## config.mk

```make
export PLATFORM = sky130hd
export DESIGN_NAME = frame_render_writer_flat
export DESIGN_NICKNAME = d
export VERILOG_FILES = /design/src/rtl/frame_render_pkg.sv /design/src/rtl/frame_render_writer_if.sv /design/src/rtl/frame_render_writer_sprite_hit.sv /design/src/rtl/frame_render_writer.sv /design/src/flat_wrapper.sv
export SDC_FILE = /design/constraint.sdc
export NUM_CORES = 1
export LEC_CHECK = 0
export BUFFER_PORTS_ARGS = -buffer_cell sky130_fd_sc_hd__buf_2
export CAP_MARGIN = 10
export CORE_AREA = 5 5 167 169
export CTS_BUF_LIST = sky130_fd_sc_hd__clkbuf_2
export DETAILED_ROUTE_END_ITERATION = 12
export DIE_AREA = 0 0 172 174
export GPL_TIMING_DRIVEN = 0
export PLACE_DENSITY = 0.81
export SLEW_MARGIN = 20
export SYNTH_ARGS = -nofsm -noshare
export SYNTH_HDL_FRONTEND = slang
export SYNTH_SLANG_ARGS = --single-unit
```

## constraint.sdc

```tcl
create_clock -name clk -period 4.3 [get_ports clk]
set_input_delay 0.215 -clock clk [delete_from_list [all_inputs] [get_ports clk]]
set_output_delay 0.215 -clock clk [all_outputs]
set_load 0.03 [all_outputs]
```

## src/rtl/frame_render_pkg.sv

```systemverilog
// frame_render_pkg: colours, sprite geometry, FSM state type and ball-shape test shared by the frame renderer
package frame_render_pkg;
  typedef enum logic [1:0] {IDLE, LATCH, RUN, DONE} state_t;
  typedef logic signed [11:0] sdiff_t;
  localparam logic [5:0] COL_OVER = 6'b000011;
  localparam logic [5:0] COL_HDR = 6'b000000;
  localparam logic [5:0] COL_PLAT = 6'b001100;
  localparam logic [5:0] COL_BALL = 6'b000011;
  localparam logic [5:0] COL_BG = 6'b110100;
  localparam sdiff_t PLAT_H = 12'sd20;
  localparam sdiff_t BALL_R0 = 12'sd8;
  localparam sdiff_t BALL_R1 = 12'sd16;
  localparam sdiff_t BALL_R2 = 12'sd20;
  localparam sdiff_t BALL_W0 = 12'sd4;
  localparam sdiff_t BALL_W1 = 12'sd3;
  localparam sdiff_t BALL_W2 = 12'sd1;
  function automatic logic ball_hit(sdiff_t dy, sdiff_t dx);
    sdiff_t ay, ax;
    ay = dy[11] ? -dy : dy;
    ax = dx[11] ? -dx : dx;
    return (ay <= BALL_R0 && ax <= BALL_W0) ||
           (ay > BALL_R0 && ay <= BALL_R1 && ax <= BALL_W1) ||
           (ay > BALL_R1 && ay <= BALL_R2 && ax <= BALL_W2);
  endfunction
endpackage

```

## src/rtl/frame_render_writer_if.sv

```systemverilog
// frame_render_writer_if: pixel write bus (wr_valid/wr_addr/wr_data from master, wr_ready from memory)
interface frame_render_writer_if #(
  parameter int ADDR_W = 18,
  parameter int COLOR_W = 6
);
  logic               wr_valid;
  logic               wr_ready;
  logic [ADDR_W-1:0]  wr_addr;
  logic [COLOR_W-1:0] wr_data;
  modport master(output wr_valid, wr_addr, wr_data, input wr_ready);
  modport slave(input wr_valid, wr_addr, wr_data, output wr_ready);
endinterface

```

## src/rtl/frame_render_writer_sprite_hit.sv

```systemverilog
// sprite_hit: platform rectangle test; row_i/col_i pixel, px_i centre column, py_i top row, pw_i half-width -> hit_o
module sprite_hit
  import frame_render_pkg::*;
(
  input  logic [9:0] row_i,
  input  logic [6:0] col_i,
  input  logic [6:0] px_i,
  input  logic [9:0] py_i,
  input  logic [5:0] pw_i,
  output logic       hit_o
);
  sdiff_t dr, dl, dh;
  always_comb begin
    dr = sdiff_t'({2'b0, row_i}) - sdiff_t'({2'b0, py_i});
    dl = sdiff_t'({5'b0, col_i}) - sdiff_t'({5'b0, px_i}) + sdiff_t'({6'b0, pw_i});
    dh = sdiff_t'({5'b0, px_i}) + sdiff_t'({6'b0, pw_i}) - sdiff_t'({5'b0, col_i});
    hit_o = !dr[11] && dr < PLAT_H && !dl[11] && !dh[11];
  end
endmodule

```

## src/rtl/frame_render_writer.sv

```systemverilog
// frame_render_writer: on start latches ball/platform/over state and streams one frame of pixel writes over wr (clk, rst, start, ball_x/y, plat_x/y/w, over in; wr bus, busy, frame_done, bank out); DOUBLE_BUFFER_EN puts bank in wr_addr MSB
module frame_render_writer
  import frame_render_pkg::*;
#(
  parameter int H_COLS = 100,
  parameter int V_ROWS = 600,
  parameter int COLOR_W = 6,
  parameter int N_PLAT = 5,
  parameter int HDR_ROWS = 40,
  parameter int ADDR_W = 18
) (
  input  logic                  clk,
  input  logic                  rst,
  input  logic                  start,
  input  logic [6:0]            ball_x,
  input  logic [9:0]            ball_y,
  input  logic [7*N_PLAT-1:0]   plat_x,
  input  logic [10*N_PLAT-1:0]  plat_y,
  input  logic [6*N_PLAT-1:0]   plat_w,
  input  logic                  over,
  output logic                  busy,
  output logic                  frame_done,
  output logic                  bank,
  frame_render_writer_if.master wr
);
`ifdef DOUBLE_BUFFER_EN
  localparam int PIX_W = ADDR_W - 1;
`else
  localparam int PIX_W = ADDR_W;
`endif
  state_t state_q, state_d;
  logic [9:0] row_q, by_q;
  logic [6:0] col_q, bx_q;
  logic [PIX_W-1:0] pix_q;
  logic [7*N_PLAT-1:0] px_q;
  logic [10*N_PLAT-1:0] py_q;
  logic [6*N_PLAT-1:0] pw_q;
  logic over_q, fire, last_col, hdr;
  logic [N_PLAT-1:0] hit;
  logic [5:0] colour;
  sdiff_t dy, dx;
  assign fire = wr.wr_valid & wr.wr_ready;
  assign last_col = col_q == 7'(H_COLS - 1);
  always_comb begin
    state_d = state_q == IDLE  ? (start ? LATCH : IDLE) :
              state_q == LATCH ? RUN :
              state_q == RUN   ? (fire && last_col && row_q == 10'(V_ROWS - 1) ? DONE : RUN) : IDLE;
    wr.wr_valid = state_q == RUN;
    busy = state_q != IDLE;
    frame_done = state_q == DONE;
  end
  always_ff @(posedge clk) begin
    if (rst) begin
      state_q <= IDLE;
      row_q <= '0;
      col_q <= '0;
      pix_q <= '0;
      bx_q <= '0;
      by_q <= '0;
      px_q <= '0;
      py_q <= '0;
      pw_q <= '0;
      over_q <= 1'b0;
    end else begin
      state_q <= state_d;
      if (state_q == LATCH) begin
        bx_q <= ball_x;
        by_q <= ball_y;
        px_q <= plat_x;
        py_q <= plat_y;
        pw_q <= plat_w;
        over_q <= over;
      end
      if (state_q != RUN) begin
        row_q <= '0;
        col_q <= '0;
        pix_q <= '0;
      end else if (fire) begin
        col_q <= last_col ? '0 : col_q + 1'b1;
        row_q <= last_col ? row_q + 1'b1 : row_q;
        pix_q <= pix_q + 1'b1;
      end
    end
  end
  for (genvar i = 0; i < N_PLAT; i++) begin : g_plat
    sprite_hit u_hit (
      .row_i(row_q),
      .col_i(col_q),
      .px_i(px_q[7*i +: 7]),
      .py_i(py_q[10*i +: 10]),
      .pw_i(pw_q[6*i +: 6]),
      .hit_o(hit[i])
    );
  end
  always_comb begin
    dy = sdiff_t'({2'b0, row_q}) - sdiff_t'({2'b0, by_q});
    dx = sdiff_t'({5'b0, col_q}) - sdiff_t'({5'b0, bx_q});
    hdr = row_q < 10'(HDR_ROWS) && col_q >= 7'd5 && col_q <= 7'(H_COLS - 5);
    colour = over_q ? COL_OVER : hdr ? COL_HDR : |hit ? COL_PLAT : ball_hit(dy, dx) ? COL_BALL : COL_BG;
  end
  assign wr.wr_data = wr.wr_valid ? COLOR_W'(colour) : '0;
`ifdef DOUBLE_BUFFER_EN
  logic bank_q;
  always_ff @(posedge clk) bank_q <= rst ? 1'b0 : bank_q ^ (state_q == DONE);
  assign bank = bank_q;
  assign wr.wr_addr = {bank_q, pix_q};
`else
  assign bank = 1'b0;
  assign wr.wr_addr = pix_q;
`endif
endmodule

```

## src/flat_wrapper.sv

```systemverilog
// flat-port wrapper written by rule: the top's interface ports become plain ports
module frame_render_writer_flat import frame_render_pkg::*;
#(
  parameter int H_COLS = 100,
  parameter int V_ROWS = 600,
  parameter int COLOR_W = 6,
  parameter int N_PLAT = 5,
  parameter int HDR_ROWS = 40,
  parameter int ADDR_W = 18
)
  (clk, rst, start, ball_x, ball_y, plat_x, plat_y, plat_w, over, busy, frame_done, bank, wr_wr_valid, wr_wr_addr, wr_wr_data, wr_wr_ready);
  frame_render_writer_if #(.ADDR_W(ADDR_W), .COLOR_W(COLOR_W)) wr_i ();
  input  logic clk;
  input  logic rst;
  input  logic start;
  input  logic [6:0] ball_x;
  input  logic [9:0] ball_y;
  input  logic [7*N_PLAT-1:0] plat_x;
  input  logic [10*N_PLAT-1:0] plat_y;
  input  logic [6*N_PLAT-1:0] plat_w;
  input  logic over;
  output logic busy;
  output logic frame_done;
  output logic bank;
  output wire logic [$bits(wr_i.wr_valid)-1:0] wr_wr_valid;
  output wire logic [$bits(wr_i.wr_addr)-1:0] wr_wr_addr;
  output wire logic [$bits(wr_i.wr_data)-1:0] wr_wr_data;
  input wire logic [$bits(wr_i.wr_ready)-1:0] wr_wr_ready;
  assign wr_wr_valid = wr_i.wr_valid;
  assign wr_wr_addr = wr_i.wr_addr;
  assign wr_wr_data = wr_i.wr_data;
  assign wr_i.wr_ready = wr_wr_ready;
  frame_render_writer #(.H_COLS(H_COLS), .V_ROWS(V_ROWS), .COLOR_W(COLOR_W), .N_PLAT(N_PLAT), .HDR_ROWS(HDR_ROWS), .ADDR_W(ADDR_W)) u_core (.clk(clk), .rst(rst), .start(start), .ball_x(ball_x), .ball_y(ball_y), .plat_x(plat_x), .plat_y(plat_y), .plat_w(plat_w), .over(over), .busy(busy), .frame_done(frame_done), .bank(bank), .wr(wr_i));
endmodule
```

==> results of run 1 <==
==> power by group <==
group	internal [W]	leakage (nW)	total, W	switching, W
clock network	0.000203	0.147	0.000934	0.000731
logic	0.000614	5.60	0.00125	0.000633
registers	0.00164	1.39	0.00170	0.0000534
==> cell families after synthesis <==
| kind of cell | synth area share [%] |
|---|---|
| AOI/OAI and AO/OA | 12.91 |
| xor gates and xnor gates | 4.020 |
| adders and majority gates | 21.92 |
| buffers and inverters | 7.300 |
| DFF | 26.47 |
| muxes | 11.50 |
| other | 0.02917 |
| and+or+nand+nor | 15.85 |
==> stage by stage <==
step	hold WS, ps	instance area, µm²
3_3_place_gp	449.4	14090
2_1_floorplan	333.7	12860
5_1_grt	84.10	16460
4_1_cts	84.38	16200
3_5_place_dp	455.4	14090
6_report	101.7	16460
==> synthesized netlist by cell type, drive strengths merged, types with 3 or more instances <==
library cell	n	area, µm²
mux2	3	37.53
a41oi	3	26.28
nor3	16	85.08
nand4b	8	70.07
fa	37	740.7
o22ai	3	25.02
xor2	37	324.1
mux2i	144	1441
nor2	219	822.0
inv	201	754.5
a21boi	3	22.52
nand3	25	125.1
buf	24	112.6
nor3b	6	45.04
and2	8	50.05
o21ai	59	317.8
a2111oi	6	78.83
or3	7	43.79
o211ai	5	37.54
o31a	4	35.03
and3	12	75.07
a2bb2oi	3	26.28
clkbuf	19	71.32
ha	166	2077
xnor2	22	192.7
nand2	61	229.0
a31o	4	35.03
o31ai	5	42.54
a21o	15	112.6
a311oi	4	35.03
nor4	11	68.82
a211oi	12	90.09
a311o	3	30.03
nand4	13	81.33
nor2b	15	93.84
nand2b	17	106.4
a31oi	14	87.58
a21oi	71	355.3
o21bai	4	30.03
o21a	16	120.1
and4	4	35.03
dfxtp	170	3403
==> flip-flops by register name, indices dropped and copies added, names as in the netlist, 7 cells and up <==
| signal | count |
|---|---|
| u_core.bx_q | 7 |
| u_core.by_q | 10 |
| u_core.col_q | 7 |
| u_core.pw_q | 30 |
| u_core.px_q | 35 |
| u_core.py_q | 50 |
| u_core.row_q | 10 |
| u_core.wr.wr_addr | 18 |
==> final timing paths <==
kind | from | to | slack (ps)
min | ball_y[0] | u_core.by_q[0] | 100
max reg2reg | u_core.state_q[0] | u_core.row_q[9] | 1280
max | u_core.col_q[1] | wr_wr_data[1] | -550
min reg2reg | u_core.bx_q[5] | u_core.bx_q[5] | 530
==> cell type report <==
class                      count  area share (%)
antenna                        2         0.03040
buffer                        43           1.178
clock buffer                  17          0.5169
clock inverter                15           1.072
inverter                     201           4.637
multi-input combinational   1094           53.77
sequential                   170           20.88
tap                          341           2.592
timing repair buffer         338           15.32
==> critical path, stage by stage, from the launching register on <==
cell	delay, ps
sky130_fd_sc_hd__dfxtp_4	510
sky130_fd_sc_hd__ha_4	220
sky130_fd_sc_hd__nor2b_4	120
sky130_fd_sc_hd__o31a_1	330
sky130_fd_sc_hd__o21ai_2	150
sky130_fd_sc_hd__buf_4	140
sky130_fd_sc_hd__a21oi_2	50
sky130_fd_sc_hd__ha_1	360
sky130_fd_sc_hd__a21oi_2	150
sky130_fd_sc_hd__nand2_1	90
sky130_fd_sc_hd__a41oi_2	230
sky130_fd_sc_hd__a21oi_2	70
sky130_fd_sc_hd__o41ai_4	350
sky130_fd_sc_hd__nor4_2	80
sky130_fd_sc_hd__a31oi_1	160
sky130_fd_sc_hd__nand4b_1	150
sky130_fd_sc_hd__buf_6	170
sky130_fd_sc_hd__o31ai_4	240
sky130_fd_sc_hd__buf_4	160
sky130_fd_sc_hd__buf_6	120
==> repair_timing <==
action,CTS,global route
setup endpoints to repair,6,6
gates resized for setup,74,44
hold endpoints to repair,138,0
pin swaps,29,15
hold buffers,135,0
buffers inserted,33,8
==> metal layers <==
layer  vias to the layer above  GRT usage (%)  wire length (µm)
li1                       5885              -                 -
met1                      5719          29.78             15700
met2                       438          43.06             18850
met3                       129          4.526              2330
met4                         0          11.01              1763
met5                         -              0                 0
==> impl_results.rst, run 1 <==
.. list-table::
   :header-rows: 1

   * - Metric
     - Value
   * - Wire length reported by the detailed router
     - 38650 µm
   * - Combined area of all synthesized cells
     - 0.01285 mm²
   * - LEAKAGE
     - 7.140 nW
   * - Utilization of the core after routing
     - 62.29%
   * - Synth-to-layout area growth
     - 28.05%
   * - Largest buffer count on any clock path
     - 2
   * - Max-slew violations
     - 0
   * - Number of buffers added by the clock tree synthesis step
     - 17
   * - Net count reported at finish
     - 2205
   * - Critical Path Sink Type
     - primary output
   * - DRC errors left
     - 0
   * - EDFF count, synth
     - 0
   * - Slew at the pin closest to its max-slew limit
     - 1022 ps
   * - Global-route wire length before repair
     - 60010 µm
   * - Total routing usage reported by global routing
     - 24.86%
   * - Share of the clock period used by the worst path
     - 112.8%
   * - Area used by multi-input combinational logic
     - 0.008851 mm²
   * - Total power density per cell area
     - 235.6 mW/mm²
   * - Total of flip-flops plus latches after synthesis
     - 170
   * - Total congestion overflow after global routing
     - 0
   * - Category of the most critical setup path
     - register to primary output
   * - Floorplan Core Area
     - 0.02643 mm²
   * - Routed via count divided by cell count
     - 5.480
   * - Critical path data required time
     - 4090 ps
   * - Final number of hold-violating endpoints
     - 0
   * - Number of antenna violations at the first check in global routing
     - 2
   * - Clock latency on the worst-skew pair
     - 860 ps
   * - Die Y-Extent
     - 174 µm
   * - Clock skew after layout
     - 64.49 ps
   * - Setup repair after global routing missed its margin
     - yes
   * - Status
     - finished, violations left
   * - Top_reg_cell synth
     - sky130_fd_sc_hd__dfxtp_1
   * - HPWL after detailed placement
     - 25910 µm
   * - Die X-Extent
     - 172 µm
   * - Number of max-cap violations
     - 0
   * - Clock-pin slew of the registers on the worst-case setup and hold paths
     - 330 ps
   * - Initial core utilization
     - 48.65%
   * - Vias in the first global route
     - 12.49k
   * - Relative slew slack
     - 31.87%
   * - Seq/Total Area, Yosys
     - 26.47%
   * - Avg Synthesized Cell Area
     - 8.524 µm²
   * - Maximum achievable frequency
     - 206.1 MHz
   * - Post-Syn Nets
     - 1848
   * - TritonCTS clock tree
     - done
   * - Path class of the lowest-slack min-delay path
     - input pin to register
   * - Global placement routability congestion
     - 0.8840
   * - Synth unique cells
     - 76
   * - Failing checks
     - setup timing
   * - DR WL/cell
     - 17.40 µm
   * - Minimum setup slack in the final design
     - -552.0 ps
   * - Most used cells in the layout excluding fill and tap cells
     - sky130_fd_sc_hd__nor2_1, sky130_fd_sc_hd__inv_1, sky130_fd_sc_hd__buf_2, sky130_fd_sc_hd__ha_1, sky130_fd_sc_hd__dfxtp_1
   * - Count of filler cells inserted in the layout
     - 2115
   * - Clock sink count
     - 170
   * - Full die area
     - 0.02993 mm²
   * - Rows
     - 60
   * - YS warnings
     - 0
   * - Final Instance Count excl. Fillers
     - 2221
   * - Post-Place Cells
     - 2011
   * - Port Buffer Count
     - 162
   * - Number of cells on the worst reg-to-reg path
     - 10
   * - CTS H-tree lvls
     - 4
   * - Most frequent standard cell in the layout excluding fill and tap cells
     - sky130_fd_sc_hd__nor2_1
   * - Area taken by flip-flops and latches
     - 0.003437 mm²
   * - Maximum fanout encountered on the critical timing path
     - 7
   * - ANT nets after route
     - 0
   * - Worst setup slack before clock tree synthesis
     - -756.1 ps
   * - Final critical delay including setup and external delays
     - 4852 ps
   * - Number of instances in the synthesized netlist
     - 1508
   * - Power, Total
     - 0.003877 W
   * - Final setup violation count
     - 6
   * - Number of top-level pins
     - 165
   * - Number of search-and-repair iterations in the first detailed-routing pass
     - 5
   * - Async set-or-reset flop fraction in the synthesized netlist
     - 0%
   * - Peak supply drop
     - 0.1703 mV
   * - DR vias
     - 12.17k
   * - Worst Hold Path Cells
     - 4
   * - Arrival time reported for the critical path endpoint
     - 4640 ps
   * - Worst Setup Start Kind
     - register
   * - Aggregate negative setup slack
     - -2775 ps
   * - Maximum number of pins on one net before global-route repair
     - 20
   * - Fraction of final layout cells with drive strength greater than 1
     - 18.16%
   * - Iteration-0 DRC count of the detailed router
     - 764
   * - Clock tree root driver cell
     - sky130_fd_sc_hd__clkbuf_2
Power figures use the tool's default switching activity.
==> run 2, diff against run 1 <==
BUFFER_PORTS_ARGS = -buffer_cell sky130_fd_sc_hd__buf_4   (was -buffer_cell sky130_fd_sc_hd__buf_2)
==> run 2 against run 1 <==
Against the previous run:
- the run still ends with setup timing left
- flip-flop and latch count unchanged
- routed wire length up 2.7%
- via count is 2.4% higher
- clock-buffer cell count unchanged
- power rose by 2.7%
- die area unchanged
- cell count grew 0.59%
- sequential power is essentially flat
- setup slack got worse by 71 ps
- critical path type unchanged
- largest power group unchanged
- highest routed layer unchanged
==> impl_results.rst, run 2 (synthesis gave the netlist of run 1 again) <==
.. list-table::
   :header-rows: 1

   * - Metric
     - Value
   * - Status
     - finished, violations left
   * - Failing checks
     - setup timing
   * - Most frequent standard cell in the layout excluding fill and tap cells
     - sky130_fd_sc_hd__nor2_1
   * - Total congestion overflow after global routing
     - 0
   * - Maximum achievable frequency
     - 203.1 MHz
   * - Arrival time reported for the critical path endpoint
     - 4710 ps
   * - Clock sink count
     - 170
   * - Maximum number of pins on one net before global-route repair
     - 20
   * - Total routing usage reported by global routing
     - 25.81%
   * - Final setup violation count
     - 6
   * - Final number of hold-violating endpoints
     - 0
   * - Setup repair after global routing missed its margin
     - yes
   * - Clock-pin slew of the registers on the worst-case setup and hold paths
     - 310 ps
   * - Worst Hold Path Cells
     - 4
   * - Number of max-cap violations
     - 0
   * - HPWL after detailed placement
     - 26210 µm
   * - Initial core utilization
     - 48.65%
   * - DR vias
     - 12.47k
   * - Iteration-0 DRC count of the detailed router
     - 811
   * - Largest buffer count on any clock path
     - 2
   * - Port Buffer Count
     - 162
   * - TritonCTS clock tree
     - done
   * - Final critical delay including setup and external delays
     - 4923 ps
   * - Worst Setup Start Kind
     - register
   * - Die X-Extent
     - 172 µm
   * - Clock skew after layout
     - 58.36 ps
   * - CTS H-tree lvls
     - 4
   * - Total power density per cell area
     - 234.0 mW/mm²
   * - DR WL/cell
     - 17.76 µm
   * - Clock latency on the worst-skew pair
     - 830 ps
   * - Internal reg-to-reg setup slack
     - 1170 ps
   * - DRC errors left
     - 0
   * - Critical path data required time
     - 4090 ps
   * - Register containing the most flip-flops in the final layout
     - u_core.py_q
   * - Most used cells in the layout excluding fill and tap cells
     - sky130_fd_sc_hd__nor2_1, sky130_fd_sc_hd__buf_4, sky130_fd_sc_hd__inv_1, sky130_fd_sc_hd__ha_1, sky130_fd_sc_hd__dfxtp_1
   * - Minimum setup slack in the final design
     - -623.4 ps
   * - Full die area
     - 0.02993 mm²
   * - Die Y-Extent
     - 174 µm
   * - Rows
     - 60
   * - Max-slew violations
     - 0
   * - Floorplan Core Area
     - 0.02643 mm²
   * - Share of the clock period used by the worst path
     - 114.5%
   * - Path class of the lowest-slack min-delay path
     - input pin to register
   * - Global placement routability congestion
     - 0.8916
   * - Startpoint of the most critical register-to-register path
     - u_core.state_q[0]
   * - Number of antenna violations at the first check in global routing
     - 3
   * - Aggregate negative setup slack
     - -3147 ps
   * - Post-route cell area
     - 0.01701 mm²
   * - Synth-to-layout area growth
     - 32.35%
   * - Sink of the worst hold path
     - u_core.py_q[32]
   * - Category of the most critical setup path
     - register to primary output
   * - Maximum fanout encountered on the critical timing path
     - 4
   * - Worst Hold Slack
     - 140.7 ps
   * - Critical Path Sink Type
     - primary output
   * - Met1 layer usage reported by global route
     - 30.84%
   * - Number of buffers added by the clock tree synthesis step
     - 17
   * - Global-route wire length before repair
     - 62070 µm
   * - Wire length reported by the detailed router
     - 39680 µm
   * - GR Util met3
     - 4.480%
   * - Peak supply drop
     - 0.1786 mV
   * - LEAKAGE
     - 7.343 nW
   * - Instance area at placement
     - 0.01450 mm²
   * - Number of flip-flops in the largest register
     - 50
   * - Routed via count divided by cell count
     - 5.581
   * - Count of filler cells inserted in the layout
     - 1998
   * - Net count reported at finish
     - 2218
   * - Clock tree root driver cell
     - sky130_fd_sc_hd__clkbuf_2
   * - Fraction of final layout cells with drive strength greater than 1
     - 18.56%
   * - Slew at the pin closest to its max-slew limit
     - 1051 ps
   * - Vias in the first global route
     - 12.79k
   * - Relative slew slack
     - 29.91%
   * - Number of top-level pins
     - 165
   * - Number of search-and-repair iterations in the first detailed-routing pass
     - 7
   * - Startpoint of the most critical hold path
     - plat_y[32]
   * - ANT nets after route
     - 0
   * - Gr busiest metal
     - met2
   * - Top flop regs
     - u_core.py_q (50), u_core.px_q (35), u_core.pw_q (30)
   * - Number of cells on the worst reg-to-reg path
     - 10
   * - Reg-to-Reg End
     - u_core.row_q[9]
   * - Met2 Track Usage GR
     - 44.10%
[run 2: how the worst max path moves through the flow]
stage	startpoint	to	slack (ps)	cells past startpoint
6_report	u_core.col_q[0]	wr_wr_data[1]	-620	20
5_1_grt	u_core.col_q[0]	wr_wr_data[1]	-800	20
4_1_cts	u_core.col_q[0]	wr_wr_data[1]	-450	22
3_5_place_dp	u_core.col_q[0]	wr_wr_data[1]	-810	19
3_3_place_gp	u_core.col_q[0]	wr_wr_data[1]	-680	19
2_1_floorplan	u_core.col_q[2]	wr_wr_data[1]	160	17
[run 2: final cells by class]
| type | count | area (µm²) | share of cell area, % |
|---|---|---|---|
| antenna | 2 | 5.005 | 0.02942 |
| buffer | 43 | 193.9 | 1.140 |
| clock buffer | 17 | 85.08 | 0.5001 |
| clock inverter | 15 | 197.7 | 1.162 |
| inverter | 201 | 765.7 | 4.501 |
| multi-input combinational | 1094 | 8871 | 52.14 |
| sequential | 170 | 3433 | 20.18 |
| tap | 341 | 426.7 | 2.508 |
| timing repair buffer | 351 | 3035 | 17.84 |
[run 2: layer usage]
metal  vias to the layer above  part of all wire, %
met5                         -                    0
met4                         0                  5.4
met3                       148                  6.4
met2                       517                   48
met1                      5892                   40
li1                       5912                    -
[run 2: power breakdown]
group          switching [W]  internal [W]  total [W]
Combinational       0.000649      0.000664    0.00131
Sequential         0.0000535       0.00164    0.00170
Clock               0.000710      0.000262   0.000973
[run 2: through the flow]
step | power (W) | setup WS (ps) | std cells | utilization (%)
finish | 0.003982 | -623.4 | 2234 | 64.38
global placement | 0.002696 | -675.3 | 2011 | 54.87
floorplan | 0.002438 | 164.7 | 1508 | -
detailed placement | 0.002742 | -806.8 | 2011 | 54.87
global route | 0.004193 | -799.8 | 2234 | 64.38
CTS | 0.003923 | -447.2 | 2227 | 64.02
[run 2: worst max-delay path: stages (launching register included)]
cell and delay, ps:
sky130_fd_sc_hd__dfxtp_4 410, sky130_fd_sc_hd__clkinvlp_4 150, sky130_fd_sc_hd__ha_4 180, sky130_fd_sc_hd__inv_2 40
sky130_fd_sc_hd__fa_2 360, sky130_fd_sc_hd__a21o_1 210, sky130_fd_sc_hd__a21oi_2 190, sky130_fd_sc_hd__xnor2_1 160
sky130_fd_sc_hd__ha_1 280, sky130_fd_sc_hd__nand3_1 90, sky130_fd_sc_hd__nand2_1 60, sky130_fd_sc_hd__a41oi_2 230
sky130_fd_sc_hd__a21oi_2 80, sky130_fd_sc_hd__o41ai_4 340, sky130_fd_sc_hd__nor4_2 90, sky130_fd_sc_hd__a31oi_1 170
sky130_fd_sc_hd__nand4b_1 120, sky130_fd_sc_hd__buf_6 160, sky130_fd_sc_hd__o31ai_4 320, sky130_fd_sc_hd__buf_4 170
sky130_fd_sc_hd__buf_6 120
[run 2: timing repair]
action,CTS,global route
buffers inserted,50,5
pin swaps,50,19
resized for setup,100,13
hold buffers,135,0
endpoints found under the setup margin,6,6
hold endpoints to repair,138,0
